===== config.mk =====
export PLATFORM = sky130hd
export DESIGN_NAME = tf_pair_aligner7
export DESIGN_NICKNAME = d
export VERILOG_FILES = /design/src/rtl/tf_pair_aligner7.sv
export SDC_FILE = /design/constraint.sdc
export NUM_CORES = 1
export LEC_CHECK = 0
export ABC_CLOCK_PERIOD_IN_PS = 10880
export CORE_MARGIN = 2
export CORE_UTILIZATION = 30
export CTS_BUF_LIST = sky130_fd_sc_hd__clkbuf_16
export CTS_CLUSTER_SIZE = 30
export DETAILED_ROUTE_END_ITERATION = 6
export PLACE_DENSITY = 0.57
export SLEW_MARGIN = 10
export SYNTH_ARGS = -nofsm -noshare
export SYNTH_HDL_FRONTEND = slang
export SYNTH_SLANG_ARGS = --single-unit

===== constraint.sdc =====
create_clock -name clk -period 10.88 [get_ports clk]
set_input_delay 2.176 -clock clk [delete_from_list [all_inputs] [get_ports clk]]
set_output_delay 2.176 -clock clk [all_outputs]
set_load 0.02 [all_outputs]

===== src/rtl/tf_pair_aligner7.sv =====
// tf_pair_aligner7: pairs butterfly samples with provider twiddles; `define TF_ALIGN_CHECK_EN adds sticky align_err
module tf_pair_aligner7 #(
  parameter int float_len      = 32,
  parameter int fifo_addr_len  = 2,
  parameter int frame_addr_len = 13
) (
  input  logic                   clk,
  input  logic                   rst,
  input  logic [2*float_len-1:0] data_in,
  input  logic                   data_in_valid,
  output logic                   data_in_ready,
  output logic                   tf_en,
  input  logic [2*float_len-1:0] tf_in,
  input  logic                   tf_in_valid,
  output logic [2*float_len-1:0] data_out,
  output logic [2*float_len-1:0] tf_out,
  output logic                   out_valid,
  input  logic                   out_ready,
  output logic                   out_last
`ifdef TF_ALIGN_CHECK_EN
  ,output logic                  align_err
`endif
);
  localparam int w = 2 * float_len;
  localparam logic [fifo_addr_len:0] depth = {1'b1, {fifo_addr_len{1'b0}}};
  logic [w-1:0] dmem [2**fifo_addr_len];
  logic [w-1:0] tmem [2**fifo_addr_len];
  logic [fifo_addr_len-1:0] dwp, drp, twp, trp;
  logic [fifo_addr_len:0] dcnt, tcnt, tf_pend;
  logic [frame_addr_len-1:0] fcnt;
  logic accept, t_ok, t_push, t_ret, load;
  logic [w-1:0] t_head;
  // twiddle space is reserved at request time because the provider cannot stall
  assign data_in_ready = rst & (dcnt < depth) & (({1'b0, tcnt} + {1'b0, tf_pend}) < {1'b0, depth});
  assign accept = data_in_valid & data_in_ready;
  assign tf_en = accept;
  assign t_ret = tf_in_valid & (tf_pend != '0);
`ifdef TF_ALIGN_CHECK_EN
  assign t_ok = t_ret;
  assign t_push = t_ok & ((tcnt != depth) | load);
`else
  assign t_ok = tf_in_valid;
  assign t_push = t_ok;
`endif
  // a twiddle arriving into an empty FIFO is forwarded straight to the output register
  assign load = (dcnt != '0) & ((tcnt != '0) | t_ok) & (!out_valid | out_ready);
  assign t_head = (tcnt != '0) ? tmem[trp] : tf_in;
  always_ff @(posedge clk) begin
    if (accept) dmem[dwp] <= data_in;
    if (t_push) tmem[twp] <= tf_in;
  end
  always_ff @(posedge clk or negedge rst) begin
    if (!rst) begin
      dwp <= '0;
      drp <= '0;
      twp <= '0;
      trp <= '0;
      dcnt <= '0;
      tcnt <= '0;
      tf_pend <= '0;
      fcnt <= '0;
      out_valid <= 1'b0;
      out_last <= 1'b0;
      data_out <= '0;
      tf_out <= '0;
    end else begin
      dwp <= dwp + fifo_addr_len'(accept);
      drp <= drp + fifo_addr_len'(load);
      twp <= twp + fifo_addr_len'(t_push);
      trp <= trp + fifo_addr_len'(load);
      dcnt <= dcnt + (fifo_addr_len+1)'(accept) - (fifo_addr_len+1)'(load);
      tcnt <= tcnt + (fifo_addr_len+1)'(t_push) - (fifo_addr_len+1)'(load);
      tf_pend <= tf_pend + (fifo_addr_len+1)'(accept) - (fifo_addr_len+1)'(t_ret);
      if (load) begin
        out_valid <= 1'b1;
        data_out <= dmem[drp];
        tf_out <= t_head;
        out_last <= &fcnt;
        fcnt <= fcnt + 1'b1;
      end else if (out_ready) begin
        out_valid <= 1'b0;
      end
    end
  end
`ifdef TF_ALIGN_CHECK_EN
  always_ff @(posedge clk or negedge rst) begin
    if (!rst) align_err <= 1'b0;
    else align_err <= align_err | (tf_in_valid & (tf_pend == '0)) | (t_ok & (tcnt == depth) & !load);
  end
`endif
endmodule


==> implementation parameters, run 1 <==
Parameter                              Value

Critical path
  Critical Path Start Type ... primary input
  Delay of the slowest cell on the worst path ... 0.64 ns
  Crit path capture type ... output port
  Critical-path maximum fanout ... 56
  Critical Path RT ... about 8.7 ns
  Worst-path cell with the longest stage delay ... sky130_fd_sc_hd__clkdlybuf4s50_1
  Startpoint-to-endpoint class of the critical path ... primary input to output port
  Crit path arrival time ... 4.70 ns
  Crit path cell chain ... clkbuf_8 > or4b_1 > a311oi_1 > nand2_1 > inv_1 > clkdlybuf4s50_1

Floorplanning
  Die X-Extent ... around 290 um
  Height of the die ... between 200 and 300 um
  Top Ports ... approximately 270
  Initial core utilization ... 0.3021
  Die Outline Area ... about 86000 sq um
  Total core area ... roughly 83000 sq um
  Row cnt ... 106

Global route
  Number of antenna violations at the first check in global routing ... 9
  Overflow left after global routing ... 0
  Vias in the first global route ... around 15k
  Global-route usage over all layers ... 0.1384
  Maximum number of pins on one net before global-route repair ... between 70 and 80
  Global-route wire length before repair ... between 90000 and 100000 um

Synthesis
  Most area-hungry cell type in the Yosys netlist ... sky130_fd_sc_hd__edfxtp_1
  Sequential fraction of the synthesis area ... 0.7689
  Async set-or-reset flop fraction in the synthesized netlist ... 0.2381
  #FFs+latches synth ... ~670
  Library cells used by synthesis ... 31
  Synth Warn # ... 0
  Synthesized netlist net count ... around 1.6k
  Average footprint of a synthesized cell ... between 15 and 20 sq um
  Fraction of post-synthesis cell area in the top cell type by area ... 0.6100
  Most used DFF post-synth ... sky130_fd_sc_hd__edfxtp_1
  Leading post-synthesis cells by cell area ... sky130_fd_sc_hd__edfxtp_1 (61%), sky130_fd_sc_hd__dfrtp_1 (16%), sky130_fd_sc_hd__mux4_2 (11%)
  Number of flops mapped to enable cells by yosys ... around 510
  Post-Synthesis Cells ... 1424
  Synth Cell Area ... 25200 sq um

Detailed routing
  Number of DRC markers after the initial detailed-route iteration ... 779
  Drt first pass iters ... 5
  Vias per cell ... roughly 4.7
  WL final ... 59060 um
  Via count ... about 13k
  Average routed wire per standard cell ... ~21 um
  DRT antenna net count ... 0
  DRC violation count after routing ... 0

Clocking
  CTS tree ... yes
  Master cell of the clock root buffer ... sky130_fd_sc_hd__clkbuf_16
  Number of buffers inserted to repair setup after CTS ... 0
  Number of cells upsized or downsized after cts ... 0
  Number of hold-repair buffers added at the cts stage ... 0
  Deepest clock path buffer count ... 3
  Clock tree sinks ... 672
  Number of levels in the clock H-tree ... 3
  Number of clock buffers inserted by TritonCTS ... 75
  Insertion delay to the later sink of the worst-skew pair ... roughly 0.6 ns
  Clock slew at the register clock pins of the worst setup and hold paths ... 0.06 ns

Timing
  Final Hold Violating Endpoints ... 0
  Top achievable clock speed ... 145.4 MHz
  Final min period ... 6.877 ns
  Setup-failing EPs final ... 0
  Number of max-slew violations in the final report ... 0
  Final total negative setup slack ... 0 ns
  Share of the clock period used by the worst path after layout ... 0.6321
  Worst clock skew ... between 0.02 and 0.03 ns
  Unrepaired setup endpoints after global routing ... false
  Worst slew margin relative to its limit ... 0.2550
  Transition at the pin with the smallest max-transition slack ... 1.117 ns

Layout
  Antenna diode count ... 0
  Net count, final ... ~1.9k
  Fraction of final layout cells with drive strength greater than 1 ... 0.1618
  Post-route non-filler standard cell count ... around 2.9k
  Layout overhead on the synthesized area ... 25.69%
  Final Core Density ... 0.3797

Worst hold path
  Class of the tightest hold or removal check ... register to register

Placed design
  Post-DP HPWL ... between 30000 and 40000 um
  Number of buffer cells added on primary ports ... 264
  Total instance count after detailed placement ... roughly 2.7k
  GP Congestion ... roughly 0.7

Run
  Maxcap violations ... 0

Pwr
  Power density normalized to cell area ... 283.8 nW/um^2
  Leakage power ... 0.01124 uW
  Total power of the final layout ... about 9000 uW
  IR Drop Worst-Case VDD ... around 0.00023 V

Outcome
  Status ... finished clean
## Yosys cell counts, types with 3 or more instances
library cell,number
sky130_fd_sc_hd__a21oi_1,128
sky130_fd_sc_hd__and3_1,5
sky130_fd_sc_hd__buf_1,9
sky130_fd_sc_hd__buf_2,30
sky130_fd_sc_hd__buf_4,7
sky130_fd_sc_hd__clkbuf_1,25
sky130_fd_sc_hd__dfrtp_1,160
sky130_fd_sc_hd__edfxtp_1,512
sky130_fd_sc_hd__fa_1,3
sky130_fd_sc_hd__ha_1,9
sky130_fd_sc_hd__inv_1,10
sky130_fd_sc_hd__mux4_2,128
sky130_fd_sc_hd__nand2_1,267
sky130_fd_sc_hd__nand3_1,7
sky130_fd_sc_hd__nand4_1,5
sky130_fd_sc_hd__nor2_1,73
sky130_fd_sc_hd__nor3_1,6
sky130_fd_sc_hd__xnor2_1,20
sky130_fd_sc_hd__xor2_1,6
## cell families (layout without fill, tap and decap cells)
group	after synthesis	in the layout	share of synthesized area
xor+xnor	26	26	0.009035
buf+inv	82	438	0.01474
flops	672	672	0.7689
compound gates	134	134	0.02825
simple gates	370	370	0.05784
mux	128	128	0.1144
fa+ha+maj	12	12	0.006851
## per-stage QoR
step	hold WS [ns]	instance area, sq um	worst slack [ns]
6_report	0.4708	31680	4.003
5_1_grt	0.4836	31680	3.803
4_1_cts	0.4758	31680	3.893
3_5_place_dp	0.4611	29130	3.907
3_3_place_gp	0.4588	29130	3.893
2_1_floorplan	0.4450	25200	2.420
## cells in the final DEF, fill, tap and decap left out, types with 5 or more instances in the layout
master | synthesis | final
sky130_fd_sc_hd__edfxtp_1 | 512 | 512
sky130_fd_sc_hd__nand3_1 | 7 | 7
sky130_fd_sc_hd__clkinv_1 | 0 | 9
sky130_fd_sc_hd__bufinv_16 | 0 | 11
sky130_fd_sc_hd__clkbuf_16 | 0 | 77
sky130_fd_sc_hd__clkdlybuf4s50_1 | 0 | 263
sky130_fd_sc_hd__clkinv_2 | 0 | 17
sky130_fd_sc_hd__nand2_1 | 267 | 267
sky130_fd_sc_hd__nor2_1 | 73 | 69
sky130_fd_sc_hd__dfrtp_1 | 160 | 156
sky130_fd_sc_hd__nand4_1 | 5 | 5
sky130_fd_sc_hd__xor2_1 | 6 | 6
sky130_fd_sc_hd__inv_1 | 10 | 23
sky130_fd_sc_hd__clkinvlp_4 | 0 | 5
sky130_fd_sc_hd__buf_4 | 7 | 23
sky130_fd_sc_hd__xnor2_1 | 20 | 20
sky130_fd_sc_hd__ha_1 | 9 | 9
sky130_fd_sc_hd__a21oi_1 | 128 | 128
sky130_fd_sc_hd__mux4_2 | 128 | 128
## cell type report
type	instances	area, sq um
Clock inverter	63	620.6
Timing Repair Buffer	287	2819
Clock buffer	77	1927
Multi-Input combinational cell	670	5527
Fill cell	7614	51750
Tap cell	1080	1351
Sequential cell	672	19390
Inverter	11	41.29
## path summary, 6_finish.rpt
path                              from          end  slack (ns)  cells past startpoint
max in group asynchronous          rst       drp[0]        8.00                      2
max reg2reg                    tcnt[2]  dmem[0][36]        6.88                      6
min                        data_out[4]  data_out[4]        0.47                      2
max                                rst        tf_en        4.00                      6
min in group asynchronous          rst   tf_out[49]        1.56                      1
min reg2reg                data_out[4]  data_out[4]        0.47                      2
## critical path, delay by kind of cell
kind / cells / cell delay [ns]
buffers and inverters: 3 / 1.25
AOI/OAI and AO/OA: 1 / 0.53
and+or+nand+nor: 2 / 0.73
## routing by layer
layer	share of wire	wire, um	global-route usage
met3	0.080	4721	0.04502
met4	0.017	1025	0.03746
met5	0.0014	82	0
met1	0.42	24860	0.1771
met2	0.48	28380	0.2261
## report_power, final
group	switching, uW	internal (uW)	total (uW)
Sequential	339	3320	3660
Clock	1030	1560	2580
Combinational	1520	1240	2750
## state kept, by name, summed over array words and instances (netlist names)
| register | cells |
|---|---|
| data_out | 64 |
| dcnt | 3 |
| dmem | 256 |
| drp | 2 |
| dwp | 2 |
| fcnt | 13 |
| out_last | 1 |
| out_valid | 1 |
| tcnt | 3 |
| tf_out | 64 |
| tf_pend | 3 |
| tmem | 256 |
| trp | 2 |
| twp | 2 |
Power figures use the tool's default switching activity.
==> run 2, diff against run 1 <==
ABC_CLOCK_PERIOD_IN_PS = 5700   (was 10880)
PLACE_DENSITY = 0.58   (was 0.57)
clock period = 5.7 ns   (was 10.88 ns; I/O delays follow)
==> run 2 against run 1 <==
Via count increased by 0.13%. Routed wire length is essentially flat. Critical endpoint unchanged. Hold slack gained 0.0015 ns. Highest routed layer unchanged. Sequential cell count is the same. Setup slack got worse by 2.7 ns. Combinational power increased by 82%.
==> implementation parameters, run 2 (synthesis gave the netlist of run 1 again) <==
Parameter                              Value

Placed design
  GP Congestion ... 0.7143
  Worst setup slack after placement ... around 1.4 ns
  Post-DP HPWL ... 33750 um
  Total instance count after detailed placement ... ~2.7k
  Number of buffer cells added on primary ports ... 264

Worst hold path
  Class of the tightest hold or removal check ... register to register
  Startpoint of the lowest-slack hold path ... data_out[7]
  Worst-case hold path end point ... data_out[7]
  Cells on Worst Hold Path ... 2

Clocking
  Deepest clock path buffer count ... 3
  Clock slew at the register clock pins of the worst setup and hold paths ... around 0.06 ns
  Master cell of the clock root buffer ... sky130_fd_sc_hd__clkbuf_16
  CTS tree ... yes
  Number of levels in the clock H-tree ... 3
  Number of hold-repair buffers added at the cts stage ... 0
  Number of clock buffers inserted by TritonCTS ... 74
  Number of buffers inserted to repair setup after CTS ... 0
  Clock tree sinks ... between 600 and 700
  Insertion delay to the later sink of the worst-skew pair ... approximately 0.60 ns
  Number of cells upsized or downsized after cts ... 0

Detailed routing
  Drt first pass iters ... 4
  Number of DRC markers after the initial detailed-route iteration ... 865
  DRC violation count after routing ... 0
  Vias per cell ... ~4.7
  DRT antenna net count ... 0
  Average routed wire per standard cell ... 20.66 um
  WL final ... approximately 59000 um
  Via count ... between 10k and 15k

Run
  Maxcap violations ... 0

Floorplanning
  Top Ports ... 265
  Total core area ... about 83000 sq um
  Die Outline Area ... around 86000 sq um
  Row cnt ... 106
  Die X-Extent ... 293.8 um
  Initial core utilization ... 0.3021
  Height of the die ... 293.8 um

Critical path
  Crit path arrival time ... about 3.2 ns
  Critical Path RT ... roughly 4.6 ns
  Critical-path maximum fanout ... 4
  Worst R2R End ... tcnt[2]
  Critical Path Start Type ... register
  Worst reg-to-reg setup slack ... 2.37 ns
  Crit path capture type ... output port
  Reg2reg path depth ... 7
  Launch point of the worst reg-to-reg path ... tcnt[0]
  Startpoint-to-endpoint class of the critical path ... register to output port

Layout
  Most frequent standard cell in the layout excluding fill and tap cells ... sky130_fd_sc_hd__edfxtp_1
  Layout overhead on the synthesized area ... 25.51%
  Post-route non-filler standard cell count ... 2858
  Net count, final ... about 1.9k
  Largest registers ... dmem: 256 flops, tmem: 256 flops
  Commonest cells after routing, fill and taps aside ... sky130_fd_sc_hd__edfxtp_1 (512), sky130_fd_sc_hd__nand2_1 (267), sky130_fd_sc_hd__clkdlybuf4s50_1 (263)
  Fraction of final layout cells with drive strength greater than 1 ... 0.1558
  Antenna diode count ... 0

Pwr
  Leakage power ... between 0.01 and 0.015 uW
  IR Drop Worst-Case VDD ... about 0.00036 V
  Power density normalized to cell area ... around 530 nW/um^2
  Clock share of power ... 0.273
  Seq pwr share ... 0.429
  Net switching share of the total power ... 0.3226
  Cell internal pwr ... 11390 uW
  Total power of the final layout ... between 15000 and 20000 uW
  Combinational share of power ... 0.297
  Net switching component of the power ... ~5400 uW

Global route
  Vias in the first global route ... between 10k and 15k
  Maximum number of pins on one net before global-route repair ... 138
  Global-route wire length before repair ... around 90000 um
  Number of antenna violations at the first check in global routing ... 8
  Global-route usage over all layers ... 0.1377
  Overflow left after global routing ... 0

Timing
  Final Hold Violating Endpoints ... 0
  Min setup slack post-route ... between 1 and 1.5 ns
  Share of the clock period used by the worst path after layout ... 0.7680
  Worst slew margin relative to its limit ... 0.2761
  Transition at the pin with the smallest max-transition slack ... approximately 1.1 ns
  Setup-failing EPs final ... 0
  Top achievable clock speed ... 228.4 MHz
  Worst clock skew ... roughly 0.023 ns
  Final min period ... 4.378 ns
  Number of max-slew violations in the final report ... 0
  Unrepaired setup endpoints after global routing ... false

Outcome
  Status ... finished clean
run 2: cell types whose count changed in the layout (fill, tap and decap cells not counted), moves of 2 or more:
cell,delta
sky130_fd_sc_hd__buf_12,+10
sky130_fd_sc_hd__buf_4,-8
sky130_fd_sc_hd__bufinv_16,-6
sky130_fd_sc_hd__clkinv_1,+4
sky130_fd_sc_hd__clkinv_2,-6
sky130_fd_sc_hd__clkinv_8,-2
sky130_fd_sc_hd__clkinvlp_4,-2
sky130_fd_sc_hd__inv_1,+5
sky130_fd_sc_hd__inv_6,+2
run 2: critical path, cell delays in order, from the launching register on:
cell	delay, ns
sky130_fd_sc_hd__dfrtp_1	0.45
sky130_fd_sc_hd__ha_1	0.32
sky130_fd_sc_hd__or4b_1	0.51
sky130_fd_sc_hd__a311oi_1	0.28
sky130_fd_sc_hd__buf_4	0.17
sky130_fd_sc_hd__nand2_1	0.10
sky130_fd_sc_hd__inv_1	0.19
sky130_fd_sc_hd__clkdlybuf4s50_1	0.64
run 2: power by group through the flow:
stage / registers [uW] / logic (uW) / clock network [uW]
finish: 7220 / 5000 / 4600
global route: 7390 / 5500 / 4950
CTS: 7270 / 5130 / 4770
detailed placement: 7360 / 5110 / 0
global placement: 7320 / 5050 / 0
floorplan: 7370 / 2890 / 0
run 2: final cells by class:
cell class | count | area [sq um]
flip-flops and latches | 672 | 19390
clock inverters | 59 | 422.9
multi-input cells | 670 | 5537
clock buffers | 77 | 1927
well taps | 1080 | 1351
inverters | 11 | 41.29
fillers | 7635 | 51790
repair buffers | 289 | 2959
run 2: worst max-delay path by stage:
stage	slack [ns]	endpoint	cells past startpoint	start
floorplan	-1.72	dmem[0][0]	4	rst
global placement	1.39	tf_en	7	rst
detailed placement	1.43	tf_en	7	rst
CTS	1.23	tf_en	7	tcnt[2]
global route	1.16	tf_en	7	tcnt[2]
finish	1.32	tf_en	7	tcnt[2]
run 2: routing by layer:
| layer | global-route usage | wire length [um] | vias up | share of wire |
|---|---|---|---|---|
| li1 | - | - | 5977 | - |
| met1 | 0.1633 | 23470 | 6962 | 0.40 |
| met2 | 0.2387 | 29560 | 370 | 0.50 |
| met3 | 0.04736 | 5059 | 82 | 0.086 |
| met4 | 0.03522 | 863 | 14 | 0.015 |
| met5 | 0 | 92 | - | 0.0016 |
run 2: per-stage QoR:
stage / setup TNS (ns) / util / hold slack (ns) / area (sq um)
final: 0 / 0.3792 / 0.4722 / 31630
after global routing: 0 / 0.3792 / 0.4953 / 31630
after CTS: 0 / 0.3792 / 0.4773 / 31630
after detailed placement: 0 / 0.3510 / 0.4610 / 29280
after global placement: 0 / 0.3510 / 0.4585 / 29280
after floorplan: -220.66 / - / 0.4450 / 25210
==> run 3, diff against run 2 <==
ABC_CLOCK_PERIOD_IN_PS = 3800   (was 5700)
clock period = 3.8 ns   (was 5.7 ns; I/O delays follow)
==> run 3 against run 2 <==
Routed wire length decreased by 0.94%. Combinational power is 63% higher. Via count up 0.84%.
==> implementation parameters, run 3 (synthesis gave the netlist of run 1 again) <==
Parameter                              Value

Outcome
  Status ... finished clean

Timing
  Number of max-slew violations in the final report ... 0
  Min setup slack post-route ... 0.1972 ns
  Worst clock skew ... approximately 0.024 ns
  Unrepaired setup endpoints after global routing ... false
  Top achievable clock speed ... about 280 MHz
  Final min period ... 3.603 ns
  Share of the clock period used by the worst path after layout ... 0.9481
  Final total negative setup slack ... 0 ns
  Final Hold Violating Endpoints ... 0
  Worst slew margin relative to its limit ... 0.3797
  Transition at the pin with the smallest max-transition slack ... between 0.9 and 1 ns
  Setup-failing EPs final ... 0

Detailed routing
  Drt first pass iters ... 5
  DRC violation count after routing ... 0
  Vias per cell ... about 4.7
  WL final ... 58490 um
  Number of DRC markers after the initial detailed-route iteration ... ~830
  Average routed wire per standard cell ... just over 20 um
  DRT antenna net count ... 0
  Via count ... between 10k and 15k

Clocking
  Insertion delay to the later sink of the worst-skew pair ... between 0.6 and 0.7 ns
  Clock tree sinks ... 672
  Number of levels in the clock H-tree ... 3
  Deepest clock path buffer count ... 3
  Number of clock buffers inserted by TritonCTS ... 73
  Master cell of the clock root buffer ... sky130_fd_sc_hd__clkbuf_16
  Number of buffers inserted to repair setup after CTS ... 0
  CTS tree ... yes
  Clock slew at the register clock pins of the worst setup and hold paths ... about 0.06 ns

Floorplanning
  Row cnt ... between 100 and 150
  Initial core utilization ... 0.3021
  Total core area ... 83420 sq um
  Die Outline Area ... approximately 86000 sq um
  Top Ports ... roughly 270
  Height of the die ... between 200 and 300 um
  Die X-Extent ... approximately 290 um

Global route
  Number of antenna violations at the first check in global routing ... 6
  Overflow left after global routing ... 0
  Vias in the first global route ... between 10k and 15k
  Global-route usage over all layers ... 0.1366
  Maximum number of pins on one net before global-route repair ... 102
  Global-route wire length before repair ... roughly 89000 um

Critical path
  Crit path arrival time ... about 2.8 ns
  Critical Path RT ... around 3.0 ns
  Startpoint-to-endpoint class of the critical path ... register to output port
  Critical-path maximum fanout ... 4
  Critical Path Start Type ... register
  Crit path capture type ... output port

Placed design
  Worst setup slack after placement ... ~0.36 ns
  GP Congestion ... around 0.75
  Number of buffer cells added on primary ports ... between 200 and 300
  Placed instance area ... slightly below 30000 sq um
  Post-DP HPWL ... 35590 um

Layout
  Count of filler cells inserted in the layout ... around 7.6k
  Area of all placed cells without fillers ... roughly 32000 sq um
  Largest registers ... dmem: 256 flops, tmem: 256 flops
  Final Core Density ... 0.3827
  Most frequent standard cell in the layout excluding fill and tap cells ... sky130_fd_sc_hd__edfxtp_1
  Fraction of final layout cells with drive strength greater than 1 ... 0.1663
  Net count, final ... between 1.5k and 2k
  Layout overhead on the synthesized area ... 26.68%
  Commonest cells after routing, fill and taps aside ... sky130_fd_sc_hd__edfxtp_1 (512), sky130_fd_sc_hd__nand2_1 (266), sky130_fd_sc_hd__clkdlybuf4s50_1 (262)

Pwr
  Net switching component of the power ... 8219 uW
  Power density normalized to cell area ... just under 800 nW/um^2
  Total power of the final layout ... approximately 25000 uW
  Combinational share of power ... 0.322
  Seq pwr share ... 0.412
  IR Drop Worst-Case VDD ... roughly 0.00055 V
  Cell internal pwr ... between 15000 and 20000 uW
  Clock share of power ... 0.266
  Leakage power ... ~0.011 uW
  Net switching share of the total power ... 0.3252

Run
  Maxcap violations ... 0

Worst hold path
  Class of the tightest hold or removal check ... primary input to asynchronous set/reset pin
[run 3: worst paths after layout]
kind | startpoint | end | slack (ns) | cells after the start
setup / recovery | tcnt[2] | data_in_ready | 0.20 | 4
hold / removal | rst | data_out[53] | 0.31 | 2
min in group clk | data_out[62] | data_out[62] | 0.47 | 2
max in group asynchronous | rst | tf_out[41] | 2.77 | 2
setup reg to reg | tcnt[2] | dmem[3][42] | 0.88 | 6
hold reg to reg | data_out[62] | data_out[62] | 0.47 | 2
[run 3: per-layer routing]
layer	wire (um)	GRT usage
met5	69	0
met2	28120	0.2246
met4	1056	0.03708
met3	3721	0.03414
met1	25520	0.1801
[run 3: power by group through the flow]
stage / Sequential [uW] / Combinational [uW] / Clock, uW
floorplan: 11100 / 4360 / 0
global placement: 10500 / 8210 / 0
detailed placement: 10600 / 8290 / 0
CTS: 10500 / 8340 / 6940
global route: 10600 / 8890 / 7240
finish: 10400 / 8130 / 6720
[run 3: metrics by stage]
stage | instances | hold WS (ns)
after CTS | 2878 | 0.3375
after detailed placement | 2744 | 0.4609
after floorplan | 1424 | 0.4450
after global routing | 2878 | 0.3406
final | 2879 | 0.3112
after global placement | 2744 | 0.4623
[run 3: final cells by class]
class / count / area [sq um] / area share
timing repair buffer: 311 / 3273 / 0.1025
inverter: 11 / 41.29 / 0.001293
sequential: 672 / 19390 / 0.6074
multi-input combinational: 670 / 5569 / 0.1744
clock inverter: 58 / 396.6 / 0.01242
tap: 1080 / 1351 / 0.04232
antenna: 1 / 2.502 / 0.00007838
clock buffer: 76 / 1902 / 0.05957
[run 3: what timing repair did]
action,4_1_cts,5_1_grt
resized for setup,1,0
setup endpoints to repair,1,0
hold buffers,0,0
[run 3: worst max-delay path: stages (launching register included)]
cell and delay, ns:
sky130_fd_sc_hd__dfrtp_1 0.44, sky130_fd_sc_hd__ha_1 0.31, sky130_fd_sc_hd__or4b_4 0.52, sky130_fd_sc_hd__a311oi_4 0.28
sky130_fd_sc_hd__clkdlybuf4s50_1 0.69
